[src/rtl/spi_master_gen.sv]
`timescale 1ns/1ps
// spi_master_gen: APB-programmable SPI master with all four CPOL/CPHA modes,
// programmable SCLK divider, NUM_CS chip selects and a DEPTH-byte TX/RX buffer.
//
// Ports:
//   pclk_i, preset_i                 clock, asynchronous active-high reset
//   paddr_i/psel_i/penable_i/
//   pwrite_i/pwdata_i                APB slave request
//   pready_o/prdata_o/pslverr_o      APB slave response (zero wait state)
//   irq_o                            completion interrupt (STATUS.done)
//   miso_i, sclk_o, mosi_o, cs_n_o   SPI bus
//
// Optional feature: define SPI_LSB_FIRST_EN to implement CTRL[3] (LSB-first).
module spi_master_gen #(
   parameter int unsigned DEPTH  = 8,
   parameter int unsigned NUM_CS = 2,
   parameter int unsigned DIV_W  = 8
) (
   input  logic              pclk_i,
   input  logic              preset_i,
   input  logic [7:0]        paddr_i,
   input  logic              psel_i,
   input  logic              penable_i,
   input  logic              pwrite_i,
   input  logic [7:0]        pwdata_i,
   output logic              pready_o,
   output logic [7:0]        prdata_o,
   output logic              pslverr_o,
   output logic              irq_o,
   input  logic              miso_i,
   output logic              sclk_o,
   output logic              mosi_o,
   output logic [NUM_CS-1:0] cs_n_o
);
   localparam int unsigned BW       = (DEPTH  > 1) ? $clog2(DEPTH)  : 1;
   localparam int unsigned CSW      = (NUM_CS > 1) ? $clog2(NUM_CS) : 1;
   localparam logic [7:0]  DEPTH_B  = 8'(DEPTH);
   localparam logic [7:0]  NUM_CS_B = 8'(NUM_CS);

   typedef enum logic [1:0] {S_IDLE, S_LEAD, S_XFER, S_TRAIL} state_t;
   state_t state_q, state_d;

   logic             cpol_q, cpha_q, lsb_q, done_q;
   logic [DIV_W-1:0] div_q, cnt_q;
   logic [7:0]       len_q, len_eff;
   logic [CSW-1:0]   cssel_q;
   logic [7:0]       tx_mem [DEPTH];
   logic [7:0]       rx_mem [DEPTH];
   logic [7:0]       tx_sh, rx_sh, rx_bits;
   logic [3:0]       h_q, h_d;          // half-period index inside the current byte
   logic [BW-1:0]    byte_q, byte_d, addr_idx;
   logic             busy, wr_en, reject, wr_ok, ctrl_wr, start_ok, last_byte, tick;
   logic             tx_hit, rx_hit, lead_edge, trail_edge, set_done, shift_ev, samp_ev;

   assign busy      = (state_q != S_IDLE);
   assign wr_en     = psel_i & penable_i & pwrite_i;
   assign reject    = wr_en && ((busy && (paddr_i != 8'h01)) ||
                                ((paddr_i == 8'h04) && (pwdata_i >= NUM_CS_B)));
   assign wr_ok     = wr_en && !reject;
   assign ctrl_wr   = wr_ok && (paddr_i == 8'h00);
   assign len_eff   = (len_q > DEPTH_B) ? DEPTH_B : len_q;
   assign start_ok  = ctrl_wr && pwdata_i[0] && (len_eff != 8'd0);
   assign last_byte = (8'(byte_q) == (len_eff - 8'd1));
   assign tick      = busy && (cnt_q == div_q);
   assign addr_idx  = paddr_i[BW-1:0];
   assign tx_hit    = (paddr_i[7:4] == 4'h1) && ({4'h0, paddr_i[3:0]} < DEPTH_B);
   assign rx_hit    = (paddr_i[7:4] == 4'h2) && ({4'h0, paddr_i[3:0]} < DEPTH_B);

   // Entering an even half period is a leading SCLK edge, odd is trailing.
   always_comb begin
      state_d    = state_q;
      h_d        = h_q;
      byte_d     = byte_q;
      lead_edge  = 1'b0;
      trail_edge = 1'b0;
      set_done   = 1'b0;
      case (state_q)
         S_IDLE: begin
            h_d    = '0;
            byte_d = '0;
            if (start_ok) state_d = S_LEAD;
         end
         S_LEAD: if (tick) begin
            state_d   = S_XFER;
            h_d       = '0;
            lead_edge = 1'b1;
         end
         S_XFER: if (tick) begin
            if (h_q == 4'd15) begin
               if (last_byte) state_d = S_TRAIL;
               else begin
                  byte_d    = byte_q + 1'b1;
                  h_d       = '0;
                  lead_edge = 1'b1;
               end
            end else begin
               h_d = h_q + 4'd1;
               if (h_q[0]) lead_edge  = 1'b1;
               else        trail_edge = 1'b1;
            end
         end
         S_TRAIL: if (tick) begin
            state_d  = S_IDLE;
            set_done = 1'b1;
         end
         default: state_d = S_IDLE;
      endcase
   end

   always_ff @(posedge pclk_i or posedge preset_i) begin
      if (preset_i) state_q <= S_IDLE;
      else          state_q <= state_d;
   end

   assign shift_ev = cpha_q ? lead_edge  : trail_edge;
   assign samp_ev  = cpha_q ? trail_edge : lead_edge;
   assign rx_bits  = lsb_q ? {miso_i, rx_sh[7:1]} : {rx_sh[6:0], miso_i};

   always_ff @(posedge pclk_i or posedge preset_i) begin
      if (preset_i) begin
         h_q     <= '0;
         byte_q  <= '0;
         cnt_q   <= '0;
         cpol_q  <= 1'b0;
         cpha_q  <= 1'b0;
         done_q  <= 1'b0;
         div_q   <= '0;
         len_q   <= '0;
         cssel_q <= '0;
         tx_sh   <= '0;
         rx_sh   <= '0;
         for (int unsigned i = 0; i < DEPTH; i++) begin
            tx_mem[i] <= '0;
            rx_mem[i] <= '0;
         end
      end else begin
         h_q    <= h_d;
         byte_q <= byte_d;
         if (!busy || tick) cnt_q <= '0;
         else               cnt_q <= cnt_q + 1'b1;

         if (ctrl_wr) begin
            cpol_q <= pwdata_i[1];
            cpha_q <= pwdata_i[2];
         end
         if (wr_ok && (paddr_i == 8'h02)) div_q   <= DIV_W'(pwdata_i);
         if (wr_ok && (paddr_i == 8'h03)) len_q   <= pwdata_i;
         if (wr_ok && (paddr_i == 8'h04)) cssel_q <= CSW'(pwdata_i);
         if (wr_ok && tx_hit)             tx_mem[addr_idx] <= pwdata_i;

         // Completion wins over a same-cycle write-1-to-clear.
         if (set_done)                                          done_q <= 1'b1;
         else if (start_ok)                                     done_q <= 1'b0;
         else if (wr_ok && (paddr_i == 8'h01) && pwdata_i[1])   done_q <= 1'b0;

         // The next byte is loaded on the shift edge that would present its first bit.
         if (start_ok) tx_sh <= tx_mem[0];
         else if (shift_ev) begin
            if (cpha_q && (h_d == 4'd0))
               tx_sh <= tx_mem[byte_d];
            else if (!cpha_q && (h_d == 4'd15) && !last_byte)
               tx_sh <= tx_mem[byte_q + 1'b1];
            else
               tx_sh <= lsb_q ? {1'b0, tx_sh[7:1]} : {tx_sh[6:0], 1'b0};
         end

         if (samp_ev) begin
            rx_sh <= rx_bits;
            if (h_d == (cpha_q ? 4'd15 : 4'd14)) rx_mem[byte_q] <= rx_bits;
         end
      end
   end

`ifdef SPI_LSB_FIRST_EN
   always_ff @(posedge pclk_i or posedge preset_i) begin
      if (preset_i)     lsb_q <= 1'b0;
      else if (ctrl_wr) lsb_q <= pwdata_i[3];
   end
`else
   assign lsb_q = 1'b0;
`endif

   always_comb begin
      cs_n_o = '1;
      for (int unsigned i = 0; i < NUM_CS; i++)
         cs_n_o[i] = ~(busy && (cssel_q == CSW'(i)));
   end

   always_comb begin
      prdata_o = '0;
      case (paddr_i)
         8'h00:   prdata_o = {4'h0, lsb_q, cpha_q, cpol_q, 1'b0};
         8'h01:   prdata_o = {6'h0, done_q, busy};
         8'h02:   prdata_o = 8'(div_q);
         8'h03:   prdata_o = len_q;
         8'h04:   prdata_o = 8'(cssel_q);
         default: begin
            if (tx_hit)      prdata_o = tx_mem[addr_idx];
            else if (rx_hit) prdata_o = rx_mem[addr_idx];
         end
      endcase
   end

   assign sclk_o    = cpol_q ^ ((state_q == S_XFER) && !h_q[0]);
   assign mosi_o    = ((state_q == S_LEAD) || (state_q == S_XFER)) ?
                      (lsb_q ? tx_sh[0] : tx_sh[7]) : 1'b0;
   assign pready_o  = 1'b1;
   assign pslverr_o = reject;
   assign irq_o     = done_q;

endmodule
[config.mk]
export PLATFORM = sky130hd
export DESIGN_NAME = spi_master_gen
export DESIGN_NICKNAME = d
export VERILOG_FILES = /design/src/rtl/spi_master_gen.sv
export SDC_FILE = /design/constraint.sdc
export NUM_CORES = 1
export LEC_CHECK = 0
export BUFFER_PORTS_ARGS = -buffer_cell sky130_fd_sc_hd__buf_2
export CAP_MARGIN = 0
export CORE_ASPECT_RATIO = 2
export CORE_UTILIZATION = 60
export CTS_BUF_LIST = sky130_fd_sc_hd__clkbuf_16
export CTS_CLUSTER_SIZE = 28
export DETAILED_ROUTE_END_ITERATION = 6
export GPL_TIMING_DRIVEN = 0
export PLACE_DENSITY = 0.78
export SKIP_CTS_REPAIR_TIMING = 1
export SYNTH_ARGS = -nofsm -noshare
export SYNTH_HDL_FRONTEND = slang
export SYNTH_SLANG_ARGS = --single-unit
[constraint.sdc]
create_clock -name pclk_i -period 7.11 [get_ports pclk_i]
set_clock_uncertainty 0.15 [all_clocks]
set_input_delay 0.711 -clock pclk_i [delete_from_list [all_inputs] [get_ports pclk_i]]
set_output_delay 0.711 -clock pclk_i [all_outputs]
set_load 0.05 [all_outputs]
[Word level (Yosys, flattened, before mapping)]
Index checks and enable logic that the tools add are counted.
W data, S select, Z words.
Storage, ports and cells
  register bits: 180
  RAM bits: 0
  memories kept: 0
  memory bits (read-only): 0
  word-level logic and storage cells: 174
  output and inout port bits: 15
  input bits: 22
  bits in latches: 0
Cells by class
  reductions and logical operators: 41
  divide/modulo/power cells: 0
  $lt $le $gt $ge: 9
  equality and inequality tests: 21
  bitwise operators: 10
  $add $sub $neg: 4
  $mul: 0
  shift operators: 0
  multiplexer cells: 61
Operator list (number)
  $mux W8: 18
  $bwmux W64: 2
  $bmux W8 S3: 4
  $demux W8 S3: 2
  $pmux W8 S5: 1
  $logic_and A1 B1 Y1: 24
  $mux W1: 17
  $eq A8 B2 Y1 const B: 2
  $ge A4 B4 Y1 const B: 4
  $mux W4: 4
  $not A3 Y4: 4
  $mux W2: 6
  $ne A2 B2 Y1 const B: 6
  $pmux W4 S3: 1
  $mux W3: 3
  $add A8 B1 Y8 const B: 1
  $eq A3 B8 Y1: 1
  $eq A4 B4 Y1 const B: 2
  $eq A8 B1 Y1 const B: 1
  $eq A8 B3 Y1 const B: 1
  $eq A8 B8 Y1: 1
  $ge A8 B2 Y1 const B: 1
  $gt A8 B4 Y1 const B: 1
  $logic_not A8 Y1: 1
  26 further kinds: 38

[Depth between registers and ports, before layout]
Gate-level depths: netlist (run 1).
  depth after elaboration: 15
  gate-level depth with buffers: 15
  depth with buffers taken out: 14

[Worst setup path after synthesis (run 1)]
OpenSTA, ideal clock, no wires.
  path type: register -> register
  from: reg len_q[6]
  to: reg rx_mem[32] (netlist name)
  arrival time: 3.694 ns
  clock period less this slack: 3.969 ns
  path buffers: 0
  required time: 6.835 ns
  cell stages (with the launch flop): 14
  library setup time: 0.125 ns
  path slack: 3.141 ns
  cell sequence: dfrtp_1 -> or4_1 -> nor2_1 -> nand2_1 -> ha_1 -> xnor2_1 -> nor3_2 -> nand3_1 -> a41oi_1 -> nand3_2 -> nor3b_2 -> nand2_2 -> nor3b_4 -> mux2_2
On the way
  longest elaborated chain between the ends: 10
  elaborated cells on any way between the ends: 15
  classes of those cells: 1 x add/sub; 1 x order compare; 2 x eq/ne; 10 x mux; 1 x reduce/logical
Ends and longest elaborated chain
  start, declared: RTL line 45  | logic [7:0] len_q, len_eff;
  start signal, assigned: RTL line 147  | if (wr_ok && (paddr_i == 8'h03)) len_q <= pwdata_i;
  $gt A8 B4 Y1: RTL line 61  | assign len_eff = (len_q > DEPTH_B) ? DEPTH_B : len_q;
  $mux W8 *: RTL line 61
  $sub A8 B1 Y8 *: RTL line 63  | assign last_byte = (8'(byte_q) == (len_eff - 8'd1));
  $eq A3 B8 Y1 *: RTL line 63
  $mux W4 *: RTL line 90  | if (last_byte) state_d = S_TRAIL;
  $mux W4 *: RTL line 89  | if (h_q == 4'd15) begin
  $mux W4 *: RTL line 88  | S_XFER: if (tick) begin
  $pmux W4 S3 *: RTL line 77  | case (state_q)
  net h_d[2]: RTL line 50  | logic [3:0] h_q, h_d;
  $eq A4 B4 Y1 *: RTL line 169  | if (h_d == (cpha_q ? 4'd15 : 4'd14)) rx_mem[byte_q] <= rx_bits;
  $reduce_and A2 Y1 (no line) *
  end signal, assigned by index: RTL line 169
  end, declared: RTL line 48  | logic [7:0] rx_mem [DEPTH];
Mark *: on every way through the listed nets, which the timed path passes. The rest lies on a longest branch.
A chain may end at the register's enable or synchronous reset.

[Worst setup path after layout (run 1)]
  from: in paddr_i[1]
  to: out prdata_o[7]
On the way
  longest elaborated chain between the ends: 7
  elaborated cells on any way between the ends: 18
  classes of those cells: 1 x order compare; 4 x eq/ne; 9 x mux; 1 x bitwise; 3 x reduce/logical
Ends and longest elaborated chain
  start, declared: RTL line 21  | input logic [7:0] paddr_i,
  $not A3 Y4 (implied by the code): RTL line 198, 199
  $bmux W8 S3: RTL line 199  | else if (rx_hit) prdata_o = rx_mem[addr_idx];
  $mux W8 (implied by the code) (2 in a row): RTL line 199
  $mux W8: RTL line 199
  $mux W8: RTL line 198  | if (tx_hit) prdata_o = tx_mem[addr_idx];
  $pmux W8 S5 *: RTL line 191  | case (paddr_i)
  end, declared: RTL line 27  | output logic [7:0] prdata_o,
Every way passes the cells marked *; elsewhere a longest branch is shown, timed or not. The select of a mux whose other input is x is not followed.

==> flow_summary.toml, run 1 <==
[power_and_ir_drop]
p_comb_frac = 0.234
clockPowerShare = 0.357
p_total_mw = 2.77
p_int_mw = 1.84
p_sw_mw = 0.930
powerDensity_nw_per_um2 = 236
p_leak_nw = 5.33
pwr-share-seq = 0.410
ir_worst_vdd_mv = 0.217
swShare = 0.336

[critical_path]
max_stage_delay_ns = 0.78
worstSetupEndpointType = "primary output"
cp.depth = 9
reg2reg_to = "rx_mem[37]"
cp_num_buf_inv = 5
path_class = "in2out"
r2r_cells = 13
cp_slowest_cell = "clkbuf_1"
critPathMaxFanout = 10
critPathLaunchType = "primary input"
crit_path_cell_trace = "buf_2 -> buf_1 -> clkbuf_1 -> clkbuf_1 -> nor2_1 -> a221oi_1 -> o221ai_1 -> o21a_1 -> buf_2"
critical-path-top-delay-family = "buffers and inverters"
arrival_ns = 4.45
crit_required_ns = 6.25
reg2reg_slack_ns = 2.05
r2r_start = "len_q[6]"

[grt]
grt_pass1_wl_mm = 49.3
grt_overflow_total = 0
antenna_found_initial = 0
grt_max_degree = 135
grt_usage = 0.376
grt_pass1_vias = 8754

[place]
hpwl_mm = 23.1
port_buffers = 33
place.gp.congestion = 1.02
dp_cells = 1196
pre_cts_slack_ns = 2.16

[yosys]
synth_edf_count = 0
synth_fp_nets = 984
yosys-top-cells-count = "180 x dfrtp_1, 171 x mux2_2, 62 x nor2_1, 53 x nand2_1, 52 x a21oi_1"
ys_seq_area_frac = 0.423
ys_ff_latch = 180
async_flop_share = 1.00
synthDistinctLibCells = 75
yosys_warnings = 0
synthCells = 952
synth_top_area_cell = "dfrtp_1"
post-synth-top-count-cell = "dfrtp_1"
syn-cell-area_sq_um = 10700
synth_top_area_share = 0.423
synth_area_leaders = "dfrtp_1 42%, mux2_2 18%, mux4_2 6.3%"
syn_avg_cell_area_sq_um = 11.2
synth-main-ff-cell = "dfrtp_1"

[floorplan]
die_area_sq_um = 18300
boundaryPins = 37
die-height_um = 190
start_util = 0.614
die_width_um = 96.2
rows = 68
core_area_sq_um = 17400

[timing]
slew_headroom = 0.242
worst_slew_pin_slew_ns = 1.13
finalSetupViolCount = 0
period_share = 0.747
fmax_mhz = 188
rsz0062_at_grt = "false"
hold_ws_ns = 0.109
timing.final.ws_setup_ns = 1.80
hold_viol_final = 0
slew_viol_final = 0
layout_min_cycle_time_ns = 5.31

[routing]
wire_per_inst_um = 26.4
first_pass_iters = 6
drtIter0Drc = 900
vias_per_cell = 7.11
antenna_left = 0
dr_total_vias = 8737
detail_route.wirelength_mm = 32.4
route.detailed.drc = 0

[cells_and_area]
synthToLayoutAreaGrowth_pct = 10.0
final_nets = 1037
antennaDiodeCount = 0
final_cell_count_no_fill = 1228
layout-drive-gt1-share = 0.300

[cts]
clock_path_buffers = 2
cts.clk_slew.worst_paths_ns = 0.06
cts_sinks = 180
numCtsBuffers = 17
cts_max_level = 4
cts_tree = "done"
clockRootBuffer = "clkbuf_16"
insertion_delay_ns = 0.45

[flow_run]
maxCapViolCount = 0

[outcome]
status = "complete, no violations"

[worst_hold_path]
hp-class = "in2async"
[through the flow]
stage / setup TNS [ns] / utilization / instance area (sq um)
final: 0 / 0.676 / 11700
after global routing: 0 / 0.676 / 11700
after CTS: 0 / 0.676 / 11700
after detailed placement: 0 / 0.641 / 11100
after global placement: -92.30 / 0.639 / 11100
after floorplan: 0 / - / 10700
[cells by family (layout without fill, tap and decap cells)]
| group | count (synthesis) | in the layout | synth area share |
|---|---|---|---|
| xor+xnor | 19 | 19 | 0.0156 |
| other cells | 1 | 1 | 0.000352 |
| fa+ha+maj | 10 | 10 | 0.0117 |
| buf+inv | 77 | 143 | 0.0284 |
| simple gates | 216 | 216 | 0.105 |
| compound gates | 207 | 207 | 0.133 |
| mux | 242 | 242 | 0.283 |
| flops | 180 | 180 | 0.423 |
[sequential cells by signal, summed over array words and instances (netlist names)]
name,flops
h_q,4
div_q,8
state_q,2
byte_q,3
cpha_q,1
tx_sh,8
irq_o,1
rx_mem,64
cnt_q,8
cpol_q,1
len_q,8
rx_sh,7
cssel_q,1
tx_mem,64
[power groups by stage]
stage               clock, mW  sequential [mW]  combinational (mW)
CTS                     0.994             1.13               0.636
floorplan                   0             1.14               0.471
finish                  0.987             1.13               0.647
global route             1.03             1.14               0.702
global placement            0             1.15               0.624
detailed placement          0             1.15               0.635
[layout make-up]
cell class	instances	area, sq um
Buffer	63	250
Multi-Input combinational cell	695	5850
Sequential cell	180	4500
Tap cell	210	263
Fill cell	1370	5630
Clock buffer	17	425
Clock inverter	15	181
Inverter	14	60.1
Timing Repair Buffer	34	193
[worst register-to-register path: stages (launching register included)]
cell      delay [ns]
dfrtp_1         0.41
or4_1           0.62
nor2_1          0.24
nand2_1         0.15
ha_1            0.33
xnor2_1         0.27
nor3_2          0.17
a31oi_1         0.29
o211ai_1        0.14
a21oi_2         0.56
nor3b_2         0.46
nand2_2         0.18
nor3b_4         0.58
mux2_2          0.41
[worst max path at each step]
stage	startpoint	endpoint	slack, ns
3_3_place_gp	preset_i	cnt_q[7]	-0.54
3_5_place_dp	len_q[6]	rx_mem[37]	2.16
4_1_cts	len_q[6]	rx_mem[37]	2.12
6_report	paddr_i[1]	prdata_o[7]	1.80
5_1_grt	paddr_i[1]	prdata_o[4]	1.68
2_1_floorplan	preset_i	byte_q[0]	1.36
[cell usage in the layout (no fill, tap or decap), types with 3 or more instances in the layout]
cell / Yosys / layout
dfrtp_1: 180 / 180
mux2_2: 171 / 171
nor2_1: 62 / 62
nand2_1: 53 / 53
a21oi_1: 52 / 52
clkbuf_1: 43 / 43
o22ai_1: 43 / 43
buf_2: 5 / 38
mux2i_1: 38 / 38
mux4_2: 30 / 30
nor3_1: 26 / 26
o21ai_0: 20 / 20
nand3_1: 18 / 18
clkbuf_16: 0 / 17
a211oi_1: 15 / 15
xor2_1: 14 / 14
buf_1: 13 / 13
a221oi_1: 13 / 13
a31oi_1: 11 / 11
inv_1: 12 / 11
ha_1: 10 / 10
and3_1: 8 / 8
and2_1: 8 / 8
o221ai_1: 8 / 8
inv_6: 0 / 8
nand2b_1: 6 / 6
o22a_1: 6 / 6
xnor2_1: 5 / 5
o21a_1: 5 / 5
a22o_1: 4 / 4
or2_2: 4 / 4
a21bo_2: 4 / 4
or4_1: 3 / 3
nand4_1: 3 / 3
a41oi_1: 3 / 3
o211ai_1: 3 / 3
nor2b_1: 3 / 3
mux2_1: 3 / 3
inv_8: 0 / 3
[routing by layer]
| layer | routed length (um) | GRT usage | up-vias |
|---|---|---|---|
| li1 | - | - | 3718 |
| met1 | 10900 | 0.399 | 4311 |
| met2 | 16200 | 0.621 | 506 |
| met3 | 2110 | 0.0698 | 202 |
| met4 | 3180 | 0.328 | 0 |
| met5 | 0 | 0 | - |
Power figures use the tool's default switching activity.
==> inputs of run 2 (changes only) <==
--- a/config.mk
+++ b/config.mk
@@ -5,10 +5,11 @@
 export SDC_FILE = /design/constraint.sdc
 export NUM_CORES = 1
 export LEC_CHECK = 0
+export ABC_AREA = 1
 export BUFFER_PORTS_ARGS = -buffer_cell sky130_fd_sc_hd__buf_2
 export CAP_MARGIN = 0
 export CORE_ASPECT_RATIO = 2
-export CORE_UTILIZATION = 60
+export CORE_UTILIZATION = 57
 export CTS_BUF_LIST = sky130_fd_sc_hd__clkbuf_16
 export CTS_CLUSTER_SIZE = 28
 export DETAILED_ROUTE_END_ITERATION = 6
==> constraint.sdc (replaced) <==
create_clock -name pclk_i -period 4.7 [get_ports pclk_i]
set_clock_uncertainty 0.15 [all_clocks]
set_input_delay 0.47 -clock pclk_i [delete_from_list [all_inputs] [get_ports pclk_i]]
set_output_delay 0.47 -clock pclk_i [all_outputs]
set_load 0.05 [all_outputs]
==> flow_summary.toml, run 2 <==
[outcome]
status = "complete, but fails checks"
violations = "negative hold slack"

[yosys]
synth_top_area_share = 0.434
synth_edf_count = 0
ys_ff_latch = 180
async_flop_share = 1.00
synthCells = 1381
synthDistinctLibCells = 51
syn_avg_cell_area_sq_um = 7.51
synth_top_area_cell = "dfrtp_1"
ys_seq_area_frac = 0.434
synth_area_leaders = "dfrtp_1 43%, nand2_1 12%, o21ai_0 8.9%"
post-synth-top-count-cell = "nand2_1"
synth_fp_nets = 1413
yosys-top-cells-count = "340 x nand2_1, 184 x o21ai_0, 180 x dfrtp_1, 140 x inv_1, 103 x nand3_1"
synth-main-ff-cell = "dfrtp_1"
syn-cell-area_sq_um = 10400
yosys_warnings = 0

[timing]
fmax_mhz = 254
slew_headroom = 0.257
rsz0062_at_grt = "false"
worst_slew_pin_slew_ns = 1.11
hold_ws_ns = -0.0259
fin_tns_setup_ns = 0
slew_viol_final = 0
layout_min_cycle_time_ns = 3.94
hold_viol_final = 28
finalSetupViolCount = 0
period_share = 0.838

[routing]
wire_per_inst_um = 21.5
first_pass_iters = 6
antenna_left = 0
detail_route.wirelength_mm = 35.7
vias_per_cell = 6.09
route.detailed.drc = 0
drtIter0Drc = 966
dr_total_vias = 10100

[place]
port_buffers = 35
hpwl_mm = 26.7
dp_cells = 1633
place.gp.congestion = 0.976

[cells_and_area]
layout-drive-gt1-share = 0.101
final_nets = 1472
final_util = 0.646
top_regs = "rx_mem (64), tx_mem (64)"
antennaDiodeCount = 0
synthToLayoutAreaGrowth_pct = 10.8
fillers = 1617
mostFrequentLayoutCells = "340 x nand2_1, 184 x o21ai_0, 180 x dfrtp_1"
final_cell_count_no_fill = 1666
final_common_cell = "nand2_1"

[cts]
cts_tree = "done"
clockRootBuffer = "clkbuf_16"
cts_max_level = 4
cts.clk_slew.worst_paths_ns = 0.07
numCtsBuffers = 17
clock_path_buffers = 2
insertion_delay_ns = 0.45
cts_sinks = 180

[floorplan]
start_util = 0.583
die_area_sq_um = 18800
die-height_um = 193
rows = 69
die_width_um = 97.4
boundaryPins = 37
core_area_sq_um = 17800

[critical_path]
max_stage_delay_ns = 0.76
reg2reg_to = "tx_sh[5]"
critical-path-top-delay-family = "buffers and inverters"
r2r_cells = 23
critPathLaunchType = "primary input"
cp_num_buf_inv = 5
path_class = "in2out"
critPathMaxFanout = 10
r2r_start = "len_q[6]"
crit_required_ns = 4.08
reg2reg_slack_ns = 1.16
worstSetupEndpointType = "primary output"
cp_slowest_cell = "o31ai_1"
arrival_ns = 3.32
crit_path_cell_trace = "buf_2 -> inv_1 -> clkbuf_1 -> clkbuf_1 -> a21oi_1 -> o31ai_1 -> nand4_1 -> buf_2"

[grt]
grt_overflow_total = 0
grt_usage = 0.395
antenna_found_initial = 0
grt_max_degree = 43
grt_pass1_vias = 9943
grt_pass1_wl_mm = 55.4

[power_and_ir_drop]
powerDensity_nw_per_um2 = 528
ir_worst_vdd_mv = 0.343
p_leak_nw = 5.25

[worst_hold_path]
hp-class = "in2async"

[flow_run]
maxCapViolCount = 0
## run 2: cell count changes after synthesis, moves of 11 or more
cell	before	now
xor2_1	14	2
nand2_1	53	340
mux2i_1	38	0
o22ai_1	43	12
a211oi_1	15	0
inv_1	12	140
o21ai_0	20	184
mux2_2	171	0
buf_1	13	1
nor3_1	26	15
o21ai_1	0	59
a21oi_1	52	70
nand3_1	18	103
mux4_2	30	0
## run 2: cell families (layout without fill, tap and decap cells)
| group | Yosys count | count (layout) | synth area share |
|---|---|---|---|
| XOR/XNOR | 13 | 13 | 0.0110 |
| adder cells (fa/ha/maj) | 10 | 10 | 0.0121 |
| flip-flops | 180 | 180 | 0.434 |
| AND/OR/NAND/NOR | 591 | 591 | 0.260 |
| buffers and inverters | 213 | 285 | 0.0859 |
| other | 1 | 1 | 0.000362 |
| AO/OA/AOI/OAI | 373 | 373 | 0.196 |
## run 2: per-layer routing
metal / track usage / vias to the layer above / part of all wire
met5: 0 / - / 0
met4: 0.357 / 0 / 0.10
met3: 0.0804 / 213 / 0.070
met2: 0.657 / 530 / 0.48
met1: 0.421 / 4676 / 0.35
li1: - / 4727 / -
## run 2: through the flow
stage	setup slack [ns]	instance area (sq um)	total power, mW
floorplan	1.67	10400	3.84
global placement	0.710	10800	4.51
global route	0.644	11500	6.41
finish	0.762	11500	6.07
CTS	1.10	11500	6.01
detailed placement	1.01	10900	4.57
## run 2: power by group
group / internal [mW] / total, mW / switching (mW)
clock network: 0.756 / 1.46 / 0.704
registers: 1.82 / 1.99 / 0.172
logic: 0.789 / 2.62 / 1.83
## run 2: final cells by class
type	instances	area, sq um	area share
multi-input cells	988	4980	0.433
plain buffers	67	338	0.0294
clock buffers	17	425	0.0370
clock inverters	15	166	0.0145
flip-flops and latches	180	4500	0.392
inverters	146	557	0.0484
well taps	213	267	0.0232
repair buffers	40	260	0.0226
## run 2: worst max-delay path by stage
stage,from,end,slack (ns),cells past startpoint
2_1_floorplan,len_q[4],rx_mem[15],1.67,20
3_3_place_gp,preset_i,tx_mem[27],0.71,2
3_5_place_dp,paddr_i[7],tx_mem[24],1.01,11
4_1_cts,paddr_i[2],prdata_o[7],1.10,9
5_1_grt,paddr_i[0],prdata_o[6],0.64,8
6_report,paddr_i[0],prdata_o[6],0.76,8
## run 2: worst register-to-register path, delay by kind of cell (launching register included)
kind,cells,cell delay (ns)
xor+xnor,1,0.17
fa+ha+maj,1,0.22
buf+inv,3,0.46
flops,1,0.42
simple gates,18,2.05
==> inputs of run 3 (changes only) <==
--- a/config.mk
+++ b/config.mk
@@ -9,12 +9,12 @@
 export BUFFER_PORTS_ARGS = -buffer_cell sky130_fd_sc_hd__buf_2
 export CAP_MARGIN = 0
 export CORE_ASPECT_RATIO = 2
-export CORE_UTILIZATION = 57
+export CORE_UTILIZATION = 60
 export CTS_BUF_LIST = sky130_fd_sc_hd__clkbuf_16
 export CTS_CLUSTER_SIZE = 28
 export DETAILED_ROUTE_END_ITERATION = 6
 export GPL_TIMING_DRIVEN = 0
-export PLACE_DENSITY = 0.78
+export PLACE_DENSITY = 0.79
 export SKIP_CTS_REPAIR_TIMING = 1
 export SYNTH_ARGS = -nofsm -noshare
 export SYNTH_HDL_FRONTEND = slang
==> constraint.sdc (replaced) <==
create_clock -name pclk_i -period 3.63 [get_ports pclk_i]
set_clock_uncertainty 0.15 [all_clocks]
set_input_delay 0.363 -clock pclk_i [delete_from_list [all_inputs] [get_ports pclk_i]]
set_output_delay 0.363 -clock pclk_i [all_outputs]
set_load 0.05 [all_outputs]
==> flow_summary.toml, run 3 (same netlist as run 2, synthesis figures left out) <==
[outcome]
status = "complete, but fails checks"
violations = "negative setup slack"

[cells_and_area]
final_nets = 1487
final_cell_count_no_fill = 1675
postLayoutCellArea_sq_um = 11700
synthToLayoutAreaGrowth_pct = 12.6
antennaDiodeCount = 0
fillers = 1464
top_regs = "rx_mem (64), tx_mem (64)"
layout-drive-gt1-share = 0.113
mostFrequentLayoutCells = "339 x nand2_1, 184 x o21ai_0, 180 x dfrtp_1"
final_common_cell = "nand2_1"

[place]
port_buffers = 35
placedInstanceArea_sq_um = 10900
place.gp.congestion = 1.04
dp_cells = 1627
hpwl_mm = 26.4

[timing]
fin_tns_setup_ns = -0.0915
rsz0062_at_grt = "true"
slew_viol_final = 0
worst_slew_pin_slew_ns = 1.19
finalSetupViolCount = 1
layout_min_cycle_time_ns = 3.72
fmax_mhz = 269
timing.final.ws_setup_ns = -0.0915
period_share = 1.03
slew_headroom = 0.199
hold_viol_final = 0

[floorplan]
die_width_um = 95.0
rows = 67
die_area_sq_um = 17800
core_area_sq_um = 16800
die-height_um = 188
start_util = 0.616
boundaryPins = 37

[cts]
cts_tree = "done"
cts_max_level = 4
clockRootBuffer = "clkbuf_16"
cts_sinks = 180
numCtsBuffers = 17
insertion_delay_ns = 0.44
clock_path_buffers = 2
cts.clk_slew.worst_paths_ns = 0.07

[critical_path]
r2r_start = "state_q[0]"
crit_end = "prdata_o[6]"
critPathMaxFanout = 10
reg2reg_to = "tx_mem[40]"
path_class = "in2out"
reg2reg_slack_ns = 0.12
critPathLaunchType = "primary input"
crit_start = "paddr_i[0]"
crit_required_ns = 3.12
worstSetupEndpointType = "primary output"
arrival_ns = 3.21
r2r_cells = 14

[worst_hold_path]
hold_start = "miso_i"
hp-class = "in2reg"

[flow_run]
maxCapViolCount = 0

[routing]
first_pass_iters = 6
met3_length_mm = 2.80
wire_per_inst_um = 21.2
route.detailed.drc = 0
met1_length_mm = 11.8
dr_total_vias = 10400
detail_route.wirelength_mm = 35.5
met2_wirelength_mm = 17.1
vias_per_cell = 6.22
antenna_left = 0
highest_layer = "met4"
drtIter0Drc = 1161

[power_and_ir_drop]
ir_worst_vdd_mv = 0.501
p_leak_nw = 5.36
powerDensity_nw_per_um2 = 679
p_total_mw = 7.93

[grt]
grt_usage = 0.421
grt_pass1_wl_mm = 54.5
grt_max_degree = 45
antenna_found_initial = 0
grt_pass1_vias = 10000
grt_overflow_total = 0
[run 3: critical path, stage by stage]
cell      delay (ns)
buf_2           0.11
clkbuf_1        0.27
clkbuf_1        0.32
o21ai_0         0.80
o21ai_0         0.27
o31ai_1         0.63
nand4_1         0.19
buf_2           0.25
[run 3: worst min-delay path by stage]
stage                       to  cells past startpoint
finish                rx_sh[0]                      3
global route          rx_sh[0]                      3
CTS                 rx_mem[25]                      2
detailed placement  rx_mem[17]                      2
global placement      rx_sh[5]                      2
floorplan             tx_sh[1]                      2
[run 3: area by class of cell]
type,instances,area (sq um),share of cell area
well taps,207,259,0.0222
repair buffers,55,408,0.0349
plain buffers,67,372,0.0318
multi-input cells,988,5030,0.430
flip-flops and latches,180,4500,0.386
inverters,146,557,0.0477
clock inverters,15,130,0.0111
clock buffers,17,425,0.0364
[run 3: per-stage QoR]
stage,hold slack [ns],setup slack (ns),utilization
floorplan,0.299,0.605,-
global placement,0.310,-0.209,0.641
detailed placement,0.317,0.0477,0.646
CTS,-0.133,0.0352,0.679
global route,0.00398,-0.0636,0.693
finish,0.00401,-0.0915,0.693
[run 3: power breakdown]
part	leakage (nW)	switching (mW)	internal, mW
clock	0.277	0.846	0.951
sequential	2.43	0.228	2.36
combinational	2.65	2.43	1.11
total	5.36	3.51	4.42
[run 3: routing by layer]
layer	up-vias	track usage
li1	4753	-
met1	4826	0.468
met2	631	0.670
met3	213	0.0758
met4	0	0.376
met5	-	0
